## src/rtl/mem_access_pkg.sv

```systemverilog
// mem_access_pkg: op codes, FSM states, lane-select constants and small decode helpers
// for the memory-stage load/store controller. The optional misaligned-access trap is
// enabled by defining MEM_MISALIGN_EXC_EN; these helpers serve both builds.
package mem_access_pkg;

    // Request op codes; bit 3 marks a store, bits [1:0] encode the access size.
    localparam logic [3:0] OP_LB  = 4'h0;
    localparam logic [3:0] OP_LH  = 4'h1;
    localparam logic [3:0] OP_LW  = 4'h2;
    localparam logic [3:0] OP_LBU = 4'h4;
    localparam logic [3:0] OP_LHU = 4'h5;
    localparam logic [3:0] OP_SB  = 4'h8;
    localparam logic [3:0] OP_SH  = 4'h9;
    localparam logic [3:0] OP_SW  = 4'hA;

    // Access size encodings found in op[1:0] of every legal op.
    localparam logic [1:0] SZ_BYTE = 2'd0;
    localparam logic [1:0] SZ_HALF = 2'd1;
    localparam logic [1:0] SZ_WORD = 2'd2;

    typedef enum logic [1:0] {
        StIdle   = 2'd0,
        StAccess = 2'd1,
        StWait   = 2'd2
    } state_t;

    // Byte-lane enables.
    localparam logic [3:0] SEL_B0  = 4'b0001;
    localparam logic [3:0] SEL_B1  = 4'b0010;
    localparam logic [3:0] SEL_B2  = 4'b0100;
    localparam logic [3:0] SEL_B3  = 4'b1000;
    localparam logic [3:0] SEL_HLO = 4'b0011;
    localparam logic [3:0] SEL_HHI = 4'b1100;
    localparam logic [3:0] SEL_W   = 4'b1111;

    function automatic logic op_legal(input logic [3:0] op);
        logic ok;
        case (op)
            OP_LB, OP_LH, OP_LW, OP_LBU, OP_LHU, OP_SB, OP_SH, OP_SW: ok = 1'b1;
            default:                                                  ok = 1'b0;
        endcase
        return ok;
    endfunction

    // Only meaningful for legal ops.
    function automatic logic op_misaligned(input logic [3:0] op, input logic [1:0] lo);
        logic mis;
        case (op[1:0])
            SZ_HALF: mis = lo[0];
            SZ_WORD: mis = |lo;
            default: mis = 1'b0;
        endcase
        return mis;
    endfunction

    // Force the low address bits to the natural alignment of the access size.
    function automatic logic [1:0] align_lo(input logic [3:0] op, input logic [1:0] lo);
        logic [1:0] res;
        case (op[1:0])
            SZ_HALF: res = {lo[1], 1'b0};
            SZ_WORD: res = 2'b00;
            default: res = lo;
        endcase
        return res;
    endfunction

endpackage

```

## src/rtl/mem_lane_align.sv

```systemverilog
// mem_lane_align: purely combinational lane steering. From the op and the low address
// bits it derives the RAM byte-lane enables, replicates store data onto every lane and
// sign/zero-extends the right-justified load data returned by the RAM.
module mem_lane_align
    import mem_access_pkg::*;
(
    input  logic [3:0]  op,
    input  logic [1:0]  addr_lo,
    input  logic [31:0] wdata,
    input  logic [31:0] rdata,
    output logic [3:0]  sel,
    output logic [31:0] lane_wdata,
    output logic [31:0] load_data
);

    // Byte-lane enables from access size and address offset.
    always_comb begin
        sel = 4'b0000;
        case (op)
            OP_LB, OP_LBU, OP_SB: begin
                case (addr_lo)
                    2'd0:    sel = SEL_B0;
                    2'd1:    sel = SEL_B1;
                    2'd2:    sel = SEL_B2;
                    default: sel = SEL_B3;
                endcase
            end
            OP_LH, OP_LHU, OP_SH: sel = addr_lo[1] ? SEL_HHI : SEL_HLO;
            OP_LW, OP_SW:         sel = SEL_W;
            default:              sel = 4'b0000;
        endcase
    end

    // Store data replicated onto all lanes so the RAM only needs the lane enables.
    always_comb begin
        lane_wdata = 32'h0;
        case (op)
            OP_SB:   lane_wdata = {4{wdata[7:0]}};
            OP_SH:   lane_wdata = {2{wdata[15:0]}};
            OP_SW:   lane_wdata = wdata;
            default: lane_wdata = 32'h0;
        endcase
    end

    // Load extension; the RAM already right-justifies the selected lanes.
    always_comb begin
        load_data = 32'h0;
        case (op)
            OP_LB:   load_data = {{24{rdata[7]}}, rdata[7:0]};
            OP_LBU:  load_data = {24'h0, rdata[7:0]};
            OP_LH:   load_data = {{16{rdata[15]}}, rdata[15:0]};
            OP_LHU:  load_data = {16'h0, rdata[15:0]};
            OP_LW:   load_data = rdata;
            default: load_data = 32'h0;
        endcase
    end

endmodule

```

## src/rtl/mem_access_unit.sv

```systemverilog
// mem_access_unit: memory-stage load/store controller in front of the data RAM.
// Accepts one request at a time, drives a single RAM access cycle, hides the RAM's
// one-cycle read latency and returns a one-cycle registered response.
// Define MEM_MISALIGN_EXC_EN to trap misaligned halfword/word accesses instead of
// silently aligning them; without it exc_misalign/exc_badaddr are tied to 0.
module mem_access_unit
    import mem_access_pkg::*;
#(
    parameter int unsigned ADDR_W = 12,
    parameter int unsigned RAM_AW = 10
) (
    input  logic              clk,
    input  logic              rst,
    input  logic              req_valid,
    output logic              req_ready,
    input  logic [3:0]        req_op,
    input  logic [31:0]       req_addr,
    input  logic [31:0]       req_wdata,
    output logic              rsp_valid,
    output logic [31:0]       rsp_rdata,
    output logic              exc_misalign,
    output logic [31:0]       exc_badaddr,
    output logic              ram_rw,
    output logic [3:0]        ram_sel,
    output logic [RAM_AW-1:0] ram_addr,
    output logic [31:0]       ram_data_in,
    input  logic [31:0]       ram_data_out
);

    state_t            state_q;
    logic [3:0]        op_q;
    logic [ADDR_W-1:0] addr_q;
    logic [31:0]       wdata_q;

    logic [3:0]        lane_sel;
    logic [31:0]       lane_wdata;
    logic [31:0]       load_ext;
    logic [1:0]        accept_lo;

    // Address bits above ADDR_W alias and are deliberately dropped.
    logic              unused_addr_hi;
    assign unused_addr_hi = ^req_addr[31:ADDR_W];

`ifdef MEM_MISALIGN_EXC_EN
    // Misaligned requests never reach the latch, so the offset is kept as given.
    assign accept_lo = req_addr[1:0];
`else
    assign accept_lo = align_lo(req_op, req_addr[1:0]);
    assign exc_misalign = 1'b0;
    assign exc_badaddr  = 32'h0;
`endif

    // Ready is gated by rst so it reads 0 during every reset cycle.
    assign req_ready = (state_q == StIdle) && !rst;

    mem_lane_align u_lane_align (
        .op         (op_q),
        .addr_lo    (addr_q[1:0]),
        .wdata      (wdata_q),
        .rdata      (ram_data_out),
        .sel        (lane_sel),
        .lane_wdata (lane_wdata),
        .load_data  (load_ext)
    );

    // RAM-side outputs are live only in ACCESS, driven from the latched request.
    always_comb begin
        ram_rw      = 1'b0;
        ram_sel     = 4'b0000;
        ram_addr    = '0;
        ram_data_in = 32'h0;
        if (state_q == StAccess) begin
            ram_rw      = op_q[3];
            ram_sel     = lane_sel;
            ram_addr    = addr_q[ADDR_W-1:2];
            ram_data_in = op_q[3] ? lane_wdata : 32'h0;
        end
    end

    // Request FSM: latch accepted requests and produce the registered response outputs.
    always_ff @(posedge clk) begin
        if (rst) begin
            state_q      <= StIdle;
            op_q         <= 4'h0;
            addr_q       <= '0;
            wdata_q      <= 32'h0;
            rsp_valid    <= 1'b0;
            rsp_rdata    <= 32'h0;
`ifdef MEM_MISALIGN_EXC_EN
            exc_misalign <= 1'b0;
            exc_badaddr  <= 32'h0;
`endif
        end else begin
            // Response outputs are single-cycle pulses.
            rsp_valid    <= 1'b0;
            rsp_rdata    <= 32'h0;
`ifdef MEM_MISALIGN_EXC_EN
            exc_misalign <= 1'b0;
            exc_badaddr  <= 32'h0;
`endif
            case (state_q)
                StIdle: begin
                    if (req_valid) begin
                        if (!op_legal(req_op)) begin
                            // Illegal op: answer immediately without touching the RAM.
                            rsp_valid <= 1'b1;
`ifdef MEM_MISALIGN_EXC_EN
                        end else if (op_misaligned(req_op, req_addr[1:0])) begin
                            rsp_valid    <= 1'b1;
                            exc_misalign <= 1'b1;
                            exc_badaddr  <= req_addr;
`endif
                        end else begin
                            op_q    <= req_op;
                            addr_q  <= {req_addr[ADDR_W-1:2], accept_lo};
                            wdata_q <= req_wdata;
                            state_q <= StAccess;
                        end
                    end
                end
                StAccess: begin
                    if (op_q[3]) begin
                        // Store completes as the RAM writes at the end of this cycle.
                        rsp_valid <= 1'b1;
                        state_q   <= StIdle;
                    end else begin
                        state_q <= StWait;
                    end
                end
                StWait: begin
                    rsp_valid <= 1'b1;
                    rsp_rdata <= load_ext;
                    state_q   <= StIdle;
                end
                default: state_q <= StIdle;
            endcase
        end
    end

endmodule

```

## config.mk

```make
export PLATFORM = sky130hd
export DESIGN_NAME = mem_access_unit
export DESIGN_NICKNAME = d
export VERILOG_FILES = /design/src/rtl/mem_access_pkg.sv /design/src/rtl/mem_lane_align.sv /design/src/rtl/mem_access_unit.sv
export SDC_FILE = /design/constraint.sdc
export NUM_CORES = 1
export LEC_CHECK = 0
export CORE_UTILIZATION = 43
export DETAILED_ROUTE_END_ITERATION = 6
export GPL_ROUTABILITY_DRIVEN = 0
export PLACE_DENSITY = 0.95
export SLEW_MARGIN = 30
export SYNTH_ARGS = -nofsm -noshare
export SYNTH_HDL_FRONTEND = slang
export SYNTH_SLANG_ARGS = --single-unit
export TNS_END_PERCENT = 50
```

## constraint.sdc

```tcl
create_clock -name clk -period 3.4 [get_ports clk]
set_input_delay 0.51 -clock clk [delete_from_list [all_inputs] [get_ports clk]]
set_output_delay 0.51 -clock clk [all_outputs]
set_load 0.01 [all_outputs]
```

; ---- After elaboration in Yosys (flattened, before gate mapping)
; Memory sizes are Yosys's and may differ from the RTL's.
; Index checks and enable logic that the tools add are counted.
; Widths: inputs -> output; s select.
[word_totals]
ff_bits = 83
mem_bits_ro = 16
in_bits = 103
elab_cells = 56
memories = 1
[mem_list]
columns = name, words, word_bits, rd, rd_ports_with_merged_regs, write_ports, line_no
row1 = (name not given), 16, 1, 1, 0, 0, mem_access_pkg.sv:38  ; case (op)
[op_classes]
eq_ne = 15
n_mux = 22
bitwise = 1
reduce_logical = 11
[ops]
columns = op, count
row1 = $pmux 32 s5, 1
row2 = $pmux 32 s3, 1
row3 = $mux 32, 2
row4 = $pmux 4 s3, 2
row5 = $eq 4x4->1 const B, 3
row6 = $mux 10, 1
row7 = $eq 4x3->1 const B, 2
row8 = $mux 4, 2
row9 = $pmux 2 s2, 2
row10 = $mux 1, 7
row11 = $eq 2x1->1 const B, 3
row12 = $eq 2x2->1 const B, 3
row13 = $mux 2, 3
row14 = $reduce_or 3->1, 2
row15 = $eq 4x1->1 const B, 1
row16 = $eq 4x2->1 const B, 1
row17 = $logic_not 2->1, 2
row18 = $logic_not 4->1, 1
row19 = $reduce_or 2->1, 2
row20 = $pmux 1 s3, 1
row21 = $reduce_and 3->1, 1
row22 = $ne 2x1->1 const B, 1
row23 = $ne 2x2->1 const B, 1
row24 = $reduce_and 2->1, 1
row25 = 3 further kinds, 3

; ---- Logic depth before layout (Yosys ltp)
; An unclocked memory read counts as a cell.
[depth]
depth_word = 7
depth_mapped = 6
depth_no_buf = 5

; ---- Cells and area by module
; From an unflattened synthesis, not the netlist that was laid out.
[unflattened]
hier_cells = 545
area_unflattened_um2 = 4757.1
[modules_own_cells]
columns = mod, n_inst, cells_each, area_per_inst_um2, seq_area_each_um2
row1 = mem_access_unit, 1, 382, 3769.9, 1661.6
row2 = mem_lane_align, 1, 163, 987.2, 0.0

; ---- Worst setup path after synthesis
; No wires, ideal clock.
[synth_timing]
path_kind = input to register
startpoint = in req_op[0]
endpoint = reg addr_q[1]
setup_ps = 123
arrival_ps = 1897
required_time_ps = 3277
path_slack_ps = 1380
stages = 5
path_buffers = 1
path_cell_list = ha_1 > or2_2 > a2111oi_4 > buf_6 > mux2_1
[synth_via]
elab_chain_cells = 5
elab_cells_between_ends = 8
[synth_rtl]
columns = element, line_no
row1 = from (decl), mem_access_unit.sv:16  ; input logic [3:0] req_op,
row2 = $mem_v2 16x1, n/a
row3 = $mux 1, mem_access_unit.sv:103  ; if (req_valid) begin
row4 = $mux 1, mem_access_unit.sv:101  ; case (state_q)
row5 = $mux 1, mem_access_unit.sv:82  ; if (rst) begin
row6 = $reduce_and 3->1 (no line), n/a
row7 = to (signal assigned), mem_access_unit.sv:115  ; addr_q <= {req_addr[ADDR_W-1:2], accept_lo};
row8 = to (decl), mem_access_unit.sv:32  ; logic [ADDR_W-1:0] addr_q;
; Parallel ways exist; a longest one is shown, timed or not. The select of a mux whose other input is x is not followed.
; A chain may end at the register's enable or synchronous reset.

; ---- Worst setup path in the final report
[layout_timing]
startpoint = reg op_q[3]
endpoint = out ram_data_in[31]
[layout_via]
elab_chain_cells = 4
elab_cells_between_ends = 6
[layout_rtl]
columns = element, line_no
row1 = from (decl), mem_access_unit.sv:31  ; logic [3:0] op_q;
row2 = from (signal assigned), mem_access_unit.sv:114  ; op_q <= req_op;
row3 = $eq 4x4->1, mem_lane_align.sv:37  ; case (op)
row4 = $pmux 32 s3, mem_lane_align.sv:37
row5 = $mux 32 *, mem_access_unit.sv:76  ; ram_data_in = op_q[3] ? lane_wdata : 32'h0;
row6 = $mux 32 *, mem_access_unit.sv:72  ; if (state_q == StAccess) begin
row7 = to (decl), mem_access_unit.sv:26  ; output logic [31:0] ram_data_in,
; Mark *: on every way between the ends. The rest lies on a longest branch, timed or not.

==> results_dict.tcl <==
set metrics [dict create \
    status "finished, final reports clean" \
    dieArea_mm2 0.01029 \
    ff2ff_setup_slack_ns 1.42 \
    syn2layout_area_growth_pct 41.41 \
    final_layout_size_suffix_gt1_frac 0.04946 \
    die_x_um 101.4 \
    h-tree-depth 3 \
    hold_violations 0 \
    power_frac_comb 0.162 \
    ys_async_sr_fraction 0 \
    ys_types 33 \
    drt-total-wl_um 10690 \
    clock-sinks 83 \
    final_util 0.6385 \
    power_frac_seq 0.510 \
    grt_pass1_wl_um 16750 \
    yosys_warnings 0 \
    hp-class "reg2reg" \
    die_h_um 101.4 \
    fin_ws_ns 0.4774 \
    p_switching_uw 548.0 \
    globalRouteOverflowTotal 0 \
    synth_commonest_cells "101 x nand2b_1, 83 x dfxtp_1, 58 x nand2_1, 54 x a21oi_1, 47 x mux2i_1" \
    cts_root_buf "clkbuf_8" \
    ys_top_cells_by_area "dfxtp_1 39%, nand2b_1 15%, mux2i_1 11%" \
    rows 35 \
    synth_top_area_cell "dfxtp_1" \
    rsz0062_at_grt "no" \
    nNetsFinal 747 \
    clk_pin_slew_ns 0.09 \
    clock_latency_ns 0.35 \
    cts-hold-fix-buffers 0 \
    internal-power_mw 1.482 \
    fin_area_mm2 0.006012 \
    ir_worst_vdd_uv 172.8 \
    dp.cells 760 \
    place.port_buffers 163 \
    critical_path_class "reg2out" \
    period_needed_ns 2.923 \
    yosysMostFrequentCell "nand2b_1" \
    crit_slowest_cell "clkdlybuf4s50_1" \
    synth_edf_count 0 \
    avgSynthCellArea_um2 8.572 \
    placed_area_mm2 0.005826 \
    cts_buffers 9 \
    synth_top_flop_cell "dfxtp_1" \
    grt_usage 0.2100 \
    cts_setup_buffers 0 \
    worst_pin_slew_ns 0.8638 \
    p_clk_frac 0.328 \
    switching_share 0.2700 \
    ys_ff_latch 83 \
    power_mw 2.030 \
    grt_pass1_vias 3562 \
    max_freq_ghz 0.3422 \
    hold_ws_ns 0.4761 \
    drtPass1Iterations 5 \
    synth-seq-area-share 0.3908 \
    arrival_ns 2.41 \
    crit_required_ns 2.89 \
    r2r_end "rsp_rdata[29]" \
    cp.depth 4 \
    start_util 0.4516 \
    crit_path_cell_trace "nand4bb_1 > a21oi_1 > a21boi_0 > clkdlybuf4s50_1" \
    tns_ns 0 \
    diodes 0 \
    cts_tree "done" \
    coreArea_mm2 0.009415 \
    crit_family "compound AO/OA/AOI/OAI gates" \
    cp-start-kind "register" \
    final.period_utilization 0.8596 \
    setup_viol 0 \
    grt_max_degree 84 \
    vias_per_cell 4.786 \
    finalClockSkew_ns 0.008621 \
    place_hpwl_um 8091 \
    power_density_mw_per_mm2 337.6 \
    ant_nets 0 \
    endpoint_kind "primary output" \
    place_ws_ns 0.7562 \
    finalMaxSlewViolations 0 \
    relSlewSlack 0.4211 \
    num_io_pins 217 \
    via_count 3714 \
    critPathCapture "ram_data_in[31]" \
    crit_path_max_fanout 10 \
    antenna_found_initial 1 \
    clockBufferDepth 2 \
    drt-wirelength-per-cell_um 13.77 \
    drtIter0Drc 110 \
    syn_inst 496 \
    max_stage_delay_ns 0.58 \
    crit_buf_inv 1 \
    r2r_cells 4 \
    synth_top_cell_area_share 0.3908 \
    syn_area_mm2 0.004252 \
    ctsResizeCount 0 \
    maxCapViolCount 0 \
    drcViolationCount 0 \
    crit_start "op_q[3]" \
    leakagePower_nw 2.169 \
    timing.rr.start "op_q[0]" \
    fin_cells 776 \
]
-- placed cells by master (no fill, tap or decap), types with 2 or more instances in the layout --
| cell | n |
|---|---|
| clkdlybuf4s50_1 | 162 |
| nand2b_1 | 101 |
| a21oi_1 | 54 |
| o21ai_0 | 5 |
| clkinvlp_4 | 3 |
| nor2_1 | 6 |
| and2_1 | 26 |
| nand3b_1 | 2 |
| inv_1 | 6 |
| nor2b_1 | 3 |
| clkbuf_8 | 10 |
| nand4b_1 | 2 |
| nand2_1 | 58 |
| or2_2 | 2 |
| a21o_1 | 16 |
| conb_1 | 33 |
| nor4b_2 | 2 |
| ha_1 | 2 |
| mux2i_1 | 47 |
| buf_4 | 8 |
| inv_6 | 2 |
| dfxtp_1 | 83 |
-- power groups by stage --
stage / clock network (mW) / registers, mW / logic [mW]
after floorplan: 0 / 1.05 / 0.216
after global placement: 0 / 1.06 / 0.319
after detailed placement: 0 / 1.06 / 0.328
after CTS: 0.681 / 1.03 / 0.330
after global routing: 0.724 / 1.04 / 0.357
final: 0.667 / 1.03 / 0.328
-- state kept, by name, summed over array words and instances (netlist names) --
signal,cells
rsp_rdata,32
wdata_q,32
addr_q,12
op_q,4
state_q,2
rsp_valid,1
-- worst min path at each step --
stage / startpoint / to / slack [ns] / cells after the start
2_1_floorplan: addr_q[10] / addr_q[10] / 0.44 / 2
3_3_place_gp: addr_q[5] / addr_q[5] / 0.46 / 2
3_5_place_dp: wdata_q[28] / wdata_q[28] / 0.46 / 2
4_1_cts: addr_q[11] / addr_q[11] / 0.48 / 2
5_1_grt: addr_q[8] / addr_q[8] / 0.49 / 2
6_report: addr_q[8] / addr_q[8] / 0.48 / 2
-- kinds of logic (layout without fill, tap and decap cells) --
logic type	Yosys count	in the layout	share of synthesized area
AND/OR/NAND/NOR	208	208	0.2769
buffers and inverters	75	194	0.1027
adder cells (fa/ha/maj)	2	2	0.005885
other	1	33	0.0008820
AO/OA/AOI/OAI	79	79	0.1095
flip-flops	83	83	0.3908
multiplexers	48	48	0.1133
-- layout make-up --
cell class | count | area, µm²
fill | 787 | 3403
multi-input combinational | 370 | 2273
timing repair buffer | 172 | 1707
sequential | 83 | 1662
tap | 129 | 161.4
clock buffer | 10 | 137.6
clock inverter | 6 | 48.80
inverter | 6 | 22.52
-- per-layer routing --
layer / global-route usage / wire [µm] / vias to the layer above
met3: 0.05176 / 714 / 27
met1: 0.2409 / 4505 / 1667
met4: 0.09699 / 294 / 2
met2: 0.3679 / 5162 / 170
li1: - / - / 1848
met5: 0 / 12 / -
-- worst register-to-register path, cell delays in order, from the launching register on --
cell,delay (ns)
dfxtp_1,0.31
buf_4,0.22
o21ai_0,0.23
nand4b_1,0.71
a21oi_1,0.41
Power figures use the tool's default switching activity.
